### src/rtl/chip_addr_pkg.sv
// rtl/chip_addr_pkg.sv - shared FSM state type and error codes for chip_addr_bank
package chip_addr_pkg;

  typedef enum logic [2:0] {
    ST_IDLE   = 3'd0,
    ST_CHECK  = 3'd1,
    ST_WAIT   = 3'd2,
    ST_APPLY  = 3'd3,
    ST_REJECT = 3'd4
  } state_t;

  typedef logic [1:0] err_code_t;

  localparam err_code_t ERR_NONE     = 2'b00;
  localparam err_code_t ERR_BAD_CH   = 2'b01;
  localparam err_code_t ERR_OVERFLOW = 2'b10;
  localparam err_code_t ERR_TIMEOUT  = 2'b11;

endpackage

### src/rtl/cfg_in_pipe.sv
// rtl/cfg_in_pipe.sv - two-stage input registration with rising-edge detect on set
module cfg_in_pipe #(
  parameter int W = 8
) (
  input  logic         CLK,
  input  logic         RST,
  input  logic         set,
  input  logic [W-1:0] data,
  output logic         edge_det,
  output logic [W-1:0] data_q2
);

  logic         set_q1, set_q2, set_q3;
  logic [W-1:0] data_q1;
  logic [1:0]   fill;
  logic         armed;

  // armed only after q2 holds a post-reset low sample, so a level held across reset is not an edge
  always_ff @(posedge CLK) begin
    if (RST) begin
      set_q1  <= 1'b0;
      set_q2  <= 1'b0;
      set_q3  <= 1'b0;
      data_q1 <= '0;
      data_q2 <= '0;
      fill    <= '0;
      armed   <= 1'b0;
    end else begin
      set_q1  <= set;
      set_q2  <= set_q1;
      set_q3  <= set_q2;
      data_q1 <= data;
      data_q2 <= data_q1;
      fill    <= {fill[0], 1'b1};
      if (fill[1] && !set_q2) armed <= 1'b1;
    end
  end

  assign edge_det = set_q2 & ~set_q3 & armed;

endmodule

### src/rtl/chip_addr_bank.sv
// rtl/chip_addr_bank.sv - bank of chip-address registers written through a checked, hold-aware FSM
module chip_addr_bank
  import chip_addr_pkg::*;
#(
  parameter int          NUM_CH       = 4,
  parameter int          ADDR_W       = 4,
  parameter int          IN_W         = 8,
  parameter int unsigned RESET_ADDR   = 0,
  parameter int          HOLD_TIMEOUT = 1024,
  localparam int         CH_W         = (NUM_CH > 1) ? $clog2(NUM_CH) : 1
) (
  input  logic                     CLK,
  input  logic                     RST,
  input  logic                     SET,
  input  logic [CH_W-1:0]          CH_SEL,
  input  logic                     BCAST,
  input  logic [IN_W-1:0]          CHIP_ADDR_IN,
  input  logic                     HOLD,
  output logic [NUM_CH*ADDR_W-1:0] CHIP_ADDR_OUT,
  output logic [NUM_CH-1:0]        ADDR_VALID,
  output logic                     BUSY,
  output logic                     UPDATED,
  output logic                     ERR,
  output logic [1:0]               ERR_CODE
);

  localparam int              PW       = 1 + CH_W + IN_W;
  localparam int              CNT_W    = $clog2(HOLD_TIMEOUT) + 1;
  localparam logic [CNT_W-1:0] CNT_LAST = CNT_W'(HOLD_TIMEOUT - 1);

  state_t          state, state_nxt;
  logic            edge_det;
  logic [PW-1:0]   pipe_q2;
  logic            bcast_l;
  logic [CH_W-1:0] ch_l;
  logic [IN_W-1:0] din_l;
  logic [CNT_W-1:0] cnt;
  err_code_t       chk_code, rej_code;
  logic            timeout;

  cfg_in_pipe #(.W(PW)) u_in_pipe (
    .CLK      (CLK),
    .RST      (RST),
    .set      (SET),
    .data     ({BCAST, CH_SEL, CHIP_ADDR_IN}),
    .edge_det (edge_det),
    .data_q2  (pipe_q2)
  );

  // bad channel outranks overflow
  always_comb begin
    chk_code = ERR_NONE;
    if (!bcast_l && (int'(ch_l) >= NUM_CH)) chk_code = ERR_BAD_CH;
    else if ((din_l >> ADDR_W) != '0)        chk_code = ERR_OVERFLOW;
  end

  assign timeout = (cnt == CNT_LAST);
  assign BUSY    = (state != ST_IDLE);

  always_comb begin
    state_nxt = state;
    case (state)
      ST_IDLE:   if (edge_det) state_nxt = ST_CHECK;
      ST_CHECK: begin
        if (chk_code != ERR_NONE) state_nxt = ST_REJECT;
        else if (HOLD)            state_nxt = ST_WAIT;
        else                      state_nxt = ST_APPLY;
      end
      ST_WAIT: begin
        if (!HOLD)        state_nxt = ST_APPLY;
        else if (timeout) state_nxt = ST_REJECT;
      end
      ST_APPLY:  state_nxt = ST_IDLE;
      ST_REJECT: state_nxt = ST_IDLE;
      default:   state_nxt = ST_IDLE;
    endcase
  end

  always_ff @(posedge CLK) begin
    if (RST) begin
      state         <= ST_IDLE;
      bcast_l       <= 1'b0;
      ch_l          <= '0;
      din_l         <= '0;
      cnt           <= '0;
      rej_code      <= ERR_NONE;
      CHIP_ADDR_OUT <= {NUM_CH{ADDR_W'(RESET_ADDR)}};
      ADDR_VALID    <= '0;
      UPDATED       <= 1'b0;
      ERR           <= 1'b0;
      ERR_CODE      <= ERR_NONE;
    end else begin
      state   <= state_nxt;
      UPDATED <= 1'b0;
      ERR     <= 1'b0;
      if (state == ST_IDLE && edge_det) {bcast_l, ch_l, din_l} <= pipe_q2;
      if (state == ST_CHECK) begin
        cnt      <= '0;
        rej_code <= chk_code;
      end
      if (state == ST_WAIT) begin
        cnt <= cnt + 1'b1;
        if (HOLD && timeout) rej_code <= ERR_TIMEOUT;
      end
      if (state == ST_APPLY) begin
        for (int i = 0; i < NUM_CH; i++) begin
          if (bcast_l || (int'(ch_l) == i)) begin
            CHIP_ADDR_OUT[i*ADDR_W +: ADDR_W] <= din_l[ADDR_W-1:0];
            ADDR_VALID[i]                     <= 1'b1;
          end
        end
        UPDATED <= 1'b1;
      end
      if (state == ST_REJECT) begin
        ERR      <= 1'b1;
        ERR_CODE <= rej_code;
      end
    end
  end

endmodule

### config.mk
export PLATFORM = sky130hd
export DESIGN_NAME = chip_addr_bank
export DESIGN_NICKNAME = d
export VERILOG_FILES = /design/src/rtl/chip_addr_pkg.sv /design/src/rtl/cfg_in_pipe.sv /design/src/rtl/chip_addr_bank.sv
export SDC_FILE = /design/constraint.sdc
export NUM_CORES = 1
export LEC_CHECK = 0
export ABC_AREA = 1
export CORE_MARGIN = 2
export CORE_UTILIZATION = 30
export CTS_CLUSTER_DIAMETER = 40
export DETAILED_ROUTE_END_ITERATION = 7
export SYNTH_ARGS = -nofsm -noshare
export SYNTH_HDL_FRONTEND = slang
export SYNTH_SLANG_ARGS = --single-unit
### constraint.sdc
create_clock -name CLK -period 2 [get_ports CLK]
set_input_delay 0.6 -clock CLK [delete_from_list [all_inputs] [get_ports CLK]]
set_output_delay 0.6 -clock CLK [all_outputs]
set_load 0.05 [all_outputs]
==> results of run 1 <==
final cells by class:
cell class | count | area (um2) | area share
Clock buffer | 11 | 151 | 0.0431
Clock inverter | 5 | 56.3 | 0.0160
Inverter | 56 | 210 | 0.0599
Multi-Input combinational cell | 220 | 990 | 0.282
Sequential cell | 79 | 1580 | 0.451
Tap cell | 111 | 139 | 0.0396
Timing Repair Buffer | 41 | 380 | 0.108
power by group:
part / total (mW) / leakage (nW) / internal, mW / switching, mW
registers: 1.64 / 0.643 / 1.62 / 0.0224
clock network: 1.19 / 0.105 / 0.642 / 0.550
logic: 0.297 / 0.727 / 0.113 / 0.184
total: 3.13 / 1.48 / 2.37 / 0.757
kinds of logic after synthesis:
family          Yosys count  share of synthesized area
compound gates           68                      0.123
simple gates            151                      0.223
flops                    79                      0.560
fa+ha+maj                 1                    0.00443
buf+inv                  65                     0.0891
layout by cell type (no fill, tap or decap), types with 2 or more instances in the layout:
| cell | Yosys | routed |
|---|---|---|
| buf_4 | 0 | 24 |
| nor2_2 | 2 | 2 |
| clkbuf_8 | 0 | 11 |
| clkdlybuf4s50_1 | 0 | 14 |
| o21ai_1 | 3 | 3 |
| nand3_1 | 10 | 10 |
| inv_1 | 50 | 50 |
| nor2_1 | 89 | 89 |
| inv_2 | 6 | 6 |
| o21ai_0 | 40 | 40 |
| nand2_1 | 41 | 41 |
| dfxtp_1 | 79 | 78 |
| nor3_1 | 2 | 2 |
| clkinv_2 | 0 | 2 |
| nand4_1 | 3 | 3 |
| a21oi_1 | 22 | 22 |
| buf_12 | 0 | 3 |
layer usage:
layer / vias to the layer above / global-route usage / part of all wire
met2: 50 / 0.167 / 0.44
met4: 0 / 0.0717 / 0.022
li1: 1220 / - / -
met5: - / 0 / 0
met1: 955 / 0.140 / 0.50
met3: 8 / 0.0257 / 0.038
worst paths after layout:
| check | startpoint | endpoint | slack, ns | depth (start not counted) |
|---|---|---|---|---|
| hold / removal | u_in_pipe.data_q1[3] | u_in_pipe.data_q2[3] | 0.40 | 2 |
| hold reg to reg | u_in_pipe.data_q1[3] | u_in_pipe.data_q2[3] | 0.40 | 2 |
| setup reg to reg | cnt[0] | state[2] | 0.53 | 7 |
| setup / recovery | state[2] | BUSY | 0.14 | 5 |
sequential cells by signal (all words and copies together) (netlist names), 2 cells and up:
signal and flops:
din_l 8, state 3, cnt 11, ERR_CODE 2, u_in_pipe.fill 2, rej_code 2
CHIP_ADDR_OUT 16, u_in_pipe.data_q1 11, ch_l 2, u_in_pipe.data_q2 11, ADDR_VALID 4
critical path, cell delays in order, from the launching register on:
cell	delay, ns
dfxtp_2	0.36
nor2_2	0.12
inv_2	0.06
nor2_4	0.12
inv_1	0.10
buf_12	0.16
==> flow_summary.ini, run 1 <==
[placed_design]
routabilityCongestion = 0.754
place_ws_ns = 0.287
dp_cells = 507
placed_cell_area_um2 = 3300
hpwl_um = 3570
io_buffers = 39

[synth]
syn-num-nets = 380
syn_area_per_cell_um2 = 7.75
async_flop_share = 0
syn_inst = 364
yosysUniqueCellTypes = 22
synth_warnings = 0
synth_edf_count = 0
synth_seq_area_share = 0.560
yosys-top-cells-area = dfxtp_1, nor2_1, o21ai_0
synth.cell_area_um2 = 2820
synthDominantCellAreaShare = 0.560
synth_common_cells = nor2_1, dfxtp_1, inv_1, nand2_1, o21ai_0
synth_seq_cells = 79
synth_ff_type = dfxtp_1
synth_most_common_cell = nor2_1
synth_top_cell_by_area = dfxtp_1

[timing]
period_needed_ns = 1.86
period_share = 0.932
setup_viol_count_final = 0
fmax_mhz = 536
hold_violations = 0
skew_ns = 0.00530
finalSetupTns_ns = 0
slew_headroom = 0.796
fin_hold_ws_ns = 0.403
rsz0062_at_grt = no
maxSlewViolCount = 0
postLayoutSetupSlackWorst_ns = 0.135
worst_pin_slew_ns = 0.303

[grt]
overflow = 0
grt.total_usage = 0.110
grt_pass1_vias = 2015
grt_antenna_before_repair = 0
grt_pass1_wl_um = 8780
grt_start_max_net_pins = 44

[die]
die_w_um = 101
core_um2 = 9200
row_count = 35
start_util = 0.307
ioPinCount = 40
floorplan.die_area_um2 = 10200
die_y_um = 101

[power]
power_leakage_nw = 1.48
max-vdd-ir-drop_v = 0.000277
pwr_density_cell_nw_per_um2 = 891
total_power_mw = 3.13

[layout]
finish.net_count = 423
fin_cells = 523
fill_cells = 977
synthToLayoutAreaGrowth_pct = 24.3
final_core_util = 0.382
postLayoutCellArea_um2 = 3510
drive_above_1_share = 0.133
diodes = 0

[routing]
viasPerCell = 4.27
ant_nets = 0
drc = 0
wirelength_um = 5220
drt_iter0_markers = 48
drtPass1Iterations = 4
route.vias.total = 2233
wl_per_cell_um = 9.98

[cts]
clk_pin_slew_ns = 0.08
cts_root_buffer = clkbuf_8
cts_tree = built
cts-hold-fix-buffers = 0
cts-htree-levels = 3
cts_sinks = 79
cts_made_buffers = 9
post_cts_buffers = 0
cts_resized = 0
clock_tree.buffer_depth = 2
insertion_delay_ns = 0.34

[critical_path]
critical_path_class = reg -> out
arrival_ns = 1.26
cp-start-kind = register
cp_max_fo = 6
required_ns = 1.40
crit_path_end_kind = primary output

[status]
status = finished clean

[job]
max_cap_violations = 0

[hold_path]
hp-class = reg -> reg
Power figures use the tool's default switching activity.
==> run 2, diff against run 1 <==
--- a/config.mk
+++ b/config.mk
@@ -7,9 +7,11 @@
 export LEC_CHECK = 0
 export ABC_AREA = 1
 export CORE_MARGIN = 2
-export CORE_UTILIZATION = 30
+export CORE_UTILIZATION = 55
+export CTS_BUF_LIST = sky130_fd_sc_hd__clkbuf_8
 export CTS_CLUSTER_DIAMETER = 40
 export DETAILED_ROUTE_END_ITERATION = 7
+export PLACE_DENSITY = 0.8
 export SYNTH_ARGS = -nofsm -noshare
 export SYNTH_HDL_FRONTEND = slang
 export SYNTH_SLANG_ARGS = --single-unit
==> flow_summary.ini, run 2 (same netlist as run 1, synthesis figures left out) <==
[power]
combPwrFrac = 0.093
total_power_mw = 3.12
p_int_mw = 2.37
sequentialPowerShare = 0.525
switchingPower_mw = 0.752
pwr_density_cell_nw_per_um2 = 903
power_frac_clock = 0.382
power_leakage_nw = 1.48
max-vdd-ir-drop_v = 0.000569
switching_share = 0.241

[cts]
cts-htree-levels = 3
cts_root_buffer = clkbuf_8
cts_tree = built
cts_resized = 0
cts_made_buffers = 9
clock_tree.buffer_depth = 2
insertion_delay_ns = 0.35
cts_sinks = 79
clk_pin_slew_ns = 0.07
post_cts_buffers = 0
cts-hold-fix-buffers = 0

[grt]
grt_pass1_vias = 1919
grt_pass1_wl_um = 7820
overflow = 0
grt_start_max_net_pins = 44
grt_antenna_before_repair = 0
grt.total_usage = 0.184

[die]
row_count = 26
die_w_um = 75.6
ioPinCount = 40
floorplan.die_area_um2 = 5720
core_um2 = 5040
die_y_um = 75.6
start_util = 0.560

[routing]
drc = 0
route.vias.total = 2228
wl_per_cell_um = 9.87
ant_nets = 0
viasPerCell = 4.62
drt_iter0_markers = 89
drtPass1Iterations = 5
wirelength_um = 4760

[layout]
final_common_cell = nor2_1
top_register = CHIP_ADDR_OUT
largest_reg_flops = 16
synthToLayoutAreaGrowth_pct = 22.5
fill_cells = 438
mostFrequentLayoutCells = nor2_1, dfxtp_1, inv_1, nand2_1, o21ai_0
diodes = 0
drive_above_1_share = 0.131
finish.net_count = 423

[timing]
worst_pin_slew_ns = 0.277
slew_headroom = 0.814
skew_ns = 0.00722
setup_viol_count_final = 0
maxSlewViolCount = 0
finalSetupTns_ns = 0
fmax_mhz = 522
hold_violations = 0
period_share = 0.959
period_needed_ns = 1.92
rsz0062_at_grt = no

[critical_path]
critical_path_class = reg -> out
critical_path.slowest_cell = dfxtp_1
required_ns = 1.40
arrival_ns = 1.32
cp-start-kind = register
slowest_delay_ns = 0.39
cp_cell_sequence = nor2_2, inv_2, nor2_4, inv_1, buf_12
path_buf_inv = 3
cp_max_fo = 6
path_delay_family = flip-flops
crit_path_end_kind = primary output

[placed_design]
io_buffers = 39
hpwl_um = 3290
routabilityCongestion = 0.842

[hold_path]
hp-class = reg -> reg

[job]
max_cap_violations = 0

[status]
status = finished clean
## run 2: cell types whose count changed in the layout (fill, tap and decap cells not counted)
cell	previous run	this run
dfxtp_2	1	0
dfxtp_1	78	79
## run 2: worst paths after layout
path,from,endpoint,slack [ns],depth (start not counted)
max reg2reg,cnt[0],state[2],0.53,7
min,u_in_pipe.data_q1[1],u_in_pipe.data_q2[1],0.41,2
min reg2reg,u_in_pipe.data_q1[1],u_in_pipe.data_q2[1],0.41,2
max,state[2],BUSY,0.08,5
## run 2: power groups by stage
stage / Combinational, mW / Clock [mW] / Sequential (mW)
2_1_floorplan: 0.187 / 0 / 1.68
3_3_place_gp: 0.289 / 0 / 1.67
3_5_place_dp: 0.293 / 0 / 1.68
4_1_cts: 0.294 / 1.23 / 1.64
5_1_grt: 0.327 / 1.28 / 1.64
6_report: 0.292 / 1.19 / 1.64
## run 2: cell type report
type,count,area (um2),area share
flip-flops and latches,79,1580,0.457
multi-input cells,220,990,0.286
repair buffers,41,380,0.110
inverters,56,210,0.0608
clock buffers,11,151,0.0438
well taps,70,87.6,0.0253
clock inverters,5,56.3,0.0163
## run 2: layer usage
layer	share of wire	GRT usage
met5	0	0
met4	0.025	0.117
met3	0.032	0.0437
met2	0.46	0.285
met1	0.48	0.231
## run 2: worst min-delay path, cell delays in order, from the launching register on
cell and delay, ns:
dfxtp_1 0.30, inv_1 0.04, nor2_1 0.03
## run 2: through the flow
step,worst slack [ns],hold WS (ns),utilization,instances,area [um2]
after CTS,0.0650,0.407,0.686,482,3460
after detailed placement,0.336,0.393,0.644,466,3250
after floorplan,0.469,0.388,-,364,2820
after global routing,0.00995,0.415,0.686,482,3460
after global placement,0.353,0.389,0.644,466,3250
final,0.0830,0.405,0.686,482,3460
==> RTL change (config.mk and constraints of run 2) <==
`data_q1` no longer has a reset.
--- a/src/rtl/cfg_in_pipe.sv
+++ b/src/rtl/cfg_in_pipe.sv
@@ -21,7 +21,6 @@
       set_q1  <= 1'b0;
       set_q2  <= 1'b0;
       set_q3  <= 1'b0;
-      data_q1 <= '0;
       data_q2 <= '0;
       fill    <= '0;
       armed   <= 1'b0;
@@ -29,13 +28,16 @@
       set_q1  <= set;
       set_q2  <= set_q1;
       set_q3  <= set_q2;
-      data_q1 <= data;
       data_q2 <= data_q1;
       fill    <= {fill[0], 1'b1};
       if (fill[1] && !set_q2) armed <= 1'b1;
     end
   end
 
+  always_ff @(posedge CLK) begin
+    data_q1 <= data;
+  end
+
   assign edge_det = set_q2 & ~set_q3 & armed;
 
 endmodule
Behaviour: same outputs for any inputs over 10 cycles, from zero or initial values and one cycle with RST high; that may be too few to reach the edited logic, so the function may still have changed.
==> RTL change against run 2 <==
Sequential share of layout area increased by 1.0 points; final area decreased by 2.2%; routed wire length increased by 1.6%; sequential cell count unchanged; via count decreased by 3.0%; area after synthesis decreased by 2.8%; highest routed layer unchanged; worst setup slack improved by 0.021 ns; power increased by 3.2%.
==> RTL change: results (changes against run 2) <==
metric,value,unit,change
htree_levels,3,,unchanged
dpl_worst_slack,0.180,ns,-0.156 ns
dp_hpwl,3260,µm,-0.75%
ys_top_cells_by_area,"dfxtp_1, nor2_1, o21ai_0",,
diodes,0,,unchanged
crit_arrival,1.30,ns,-0.02 ns
grt_pass1_wl,8110,µm,+3.6%
clock_skew,0.00737,ns,+0.000152 ns
clock_latency,0.34,ns,
fin_cells,456,,-5.4%
met3_usage,0.0616,,+0.0179
largest_reg_flops,16,,unchanged
status,"complete, no violations",,
placed_cells,440,,-5.6%
antenna_found_initial,0,,unchanged
drtPass1Iterations,4,,-1
ys_seq_area_frac,0.576,,+0.0161
grt_use_met2,0.323,,+0.0375
cts.reportedPaths.clkPinSlew,0.08,ns,
drtIter0Drc,69,,-22%
synth_nets,355,,-6.6%
synth.distinct_cells,27,,+23%
cts_root_buf,clkbuf_8,,
min_path_type,register to register,,
ys_async_sr_fraction,0,,unchanged
syn-mean-instance-area,8.09,µm²,+4.4%
synth_common_cells,"nor2_1, dfxtp_1, nand2_1",,
vdd.ir_drop.worst,0.618,mV,+8.7%
dpl-instance-area,0.00316,mm²,-2.7%
num-nets-final,400,,-5.4%
slowest_delay,0.38,ns,
met1_usage,0.225,,-0.00598
vias_per_cell,4.74,,+2.6%
cts_max_path_buffers,2,,unchanged
slew_headroom,0.793,,-0.0215
grt_util_all_layers,0.193,,+0.00931
post_cts_resize_count,0,,unchanged
ys_warn_count,0,,unchanged
p_leak,1.43,nW,-3.4%
routabilityCongestion,0.770,,-8.5%
cpMaxStageDelayCell,dfxtp_1,,
grt_max_degree,38,,-14%
cts_buffers,9,,unchanged
cts_setup_buffers,0,,unchanged
first_global_vias,1969,,+2.6%
numPortBuffers,39,,unchanged
p_sw,0.000787,W,+4.7%
routed_wl,4830,µm,+1.6%
regMostFlops,CHIP_ADDR_OUT,,
crit_family,flip-flops,,
crit_fanout,5,,-1
drive_above_1_share,0.154,,+0.0232
## RTL change: cell type report
| class | count | area, µm² |
|---|---|---|
| clock inverters | 7 | 96.3 |
| flip-flops and latches | 79 | 1580 |
| fillers | 414 | 1370 |
| multi-input cells | 208 | 957 |
| clock buffers | 9 | 124 |
| repair buffers | 41 | 368 |
| inverters | 45 | 171 |
| well taps | 67 | 83.8 |
## RTL change: power by group through the flow
stage | logic (W) | clock network (W) | registers (W)
finish | 0.000294 | 0.00128 | 0.00165
global route | 0.000329 | 0.00137 | 0.00165
CTS | 0.000296 | 0.00130 | 0.00165
detailed placement | 0.000295 | 0 | 0.00168
global placement | 0.000290 | 0 | 0.00168
floorplan | 0.000188 | 0 | 0.00168
## RTL change: routing by layer
metal	vias to the layer above	wire length (µm)
li1	1150	-
met1	966	2280
met2	36	2300
met3	10	195
met4	0	59
met5	-	0
## RTL change: worst min-delay path, delay by kind of cell, from the launching register on
kind / cells / cell delay (ns)
flops: 1 / 0.30
buf+inv: 1 / 0.04
simple gates: 1 / 0.03
## RTL change: cell families (layout without fill, tap and decap cells)
family / Yosys count / count (layout) / share of synthesized area
compound gates: 65 / 65 / 0.122
simple gates: 142 / 142 / 0.222
flops: 79 / 79 / 0.576
buf+inv: 52 / 102 / 0.0748
fa+ha+maj: 1 / 1 / 0.00456
## RTL change: path summary, 6_finish.rpt
check / startpoint / cells after the start / slack (ns) / to
setup / recovery: state[2] / 5 / 0.10 / BUSY
hold / removal: u_in_pipe.data_q1[7] / 2 / 0.40 / u_in_pipe.data_q2[7]
setup reg to reg: cnt[0] / 7 / 0.61 / state[0]
hold reg to reg: u_in_pipe.data_q1[7] / 2 / 0.40 / u_in_pipe.data_q2[7]
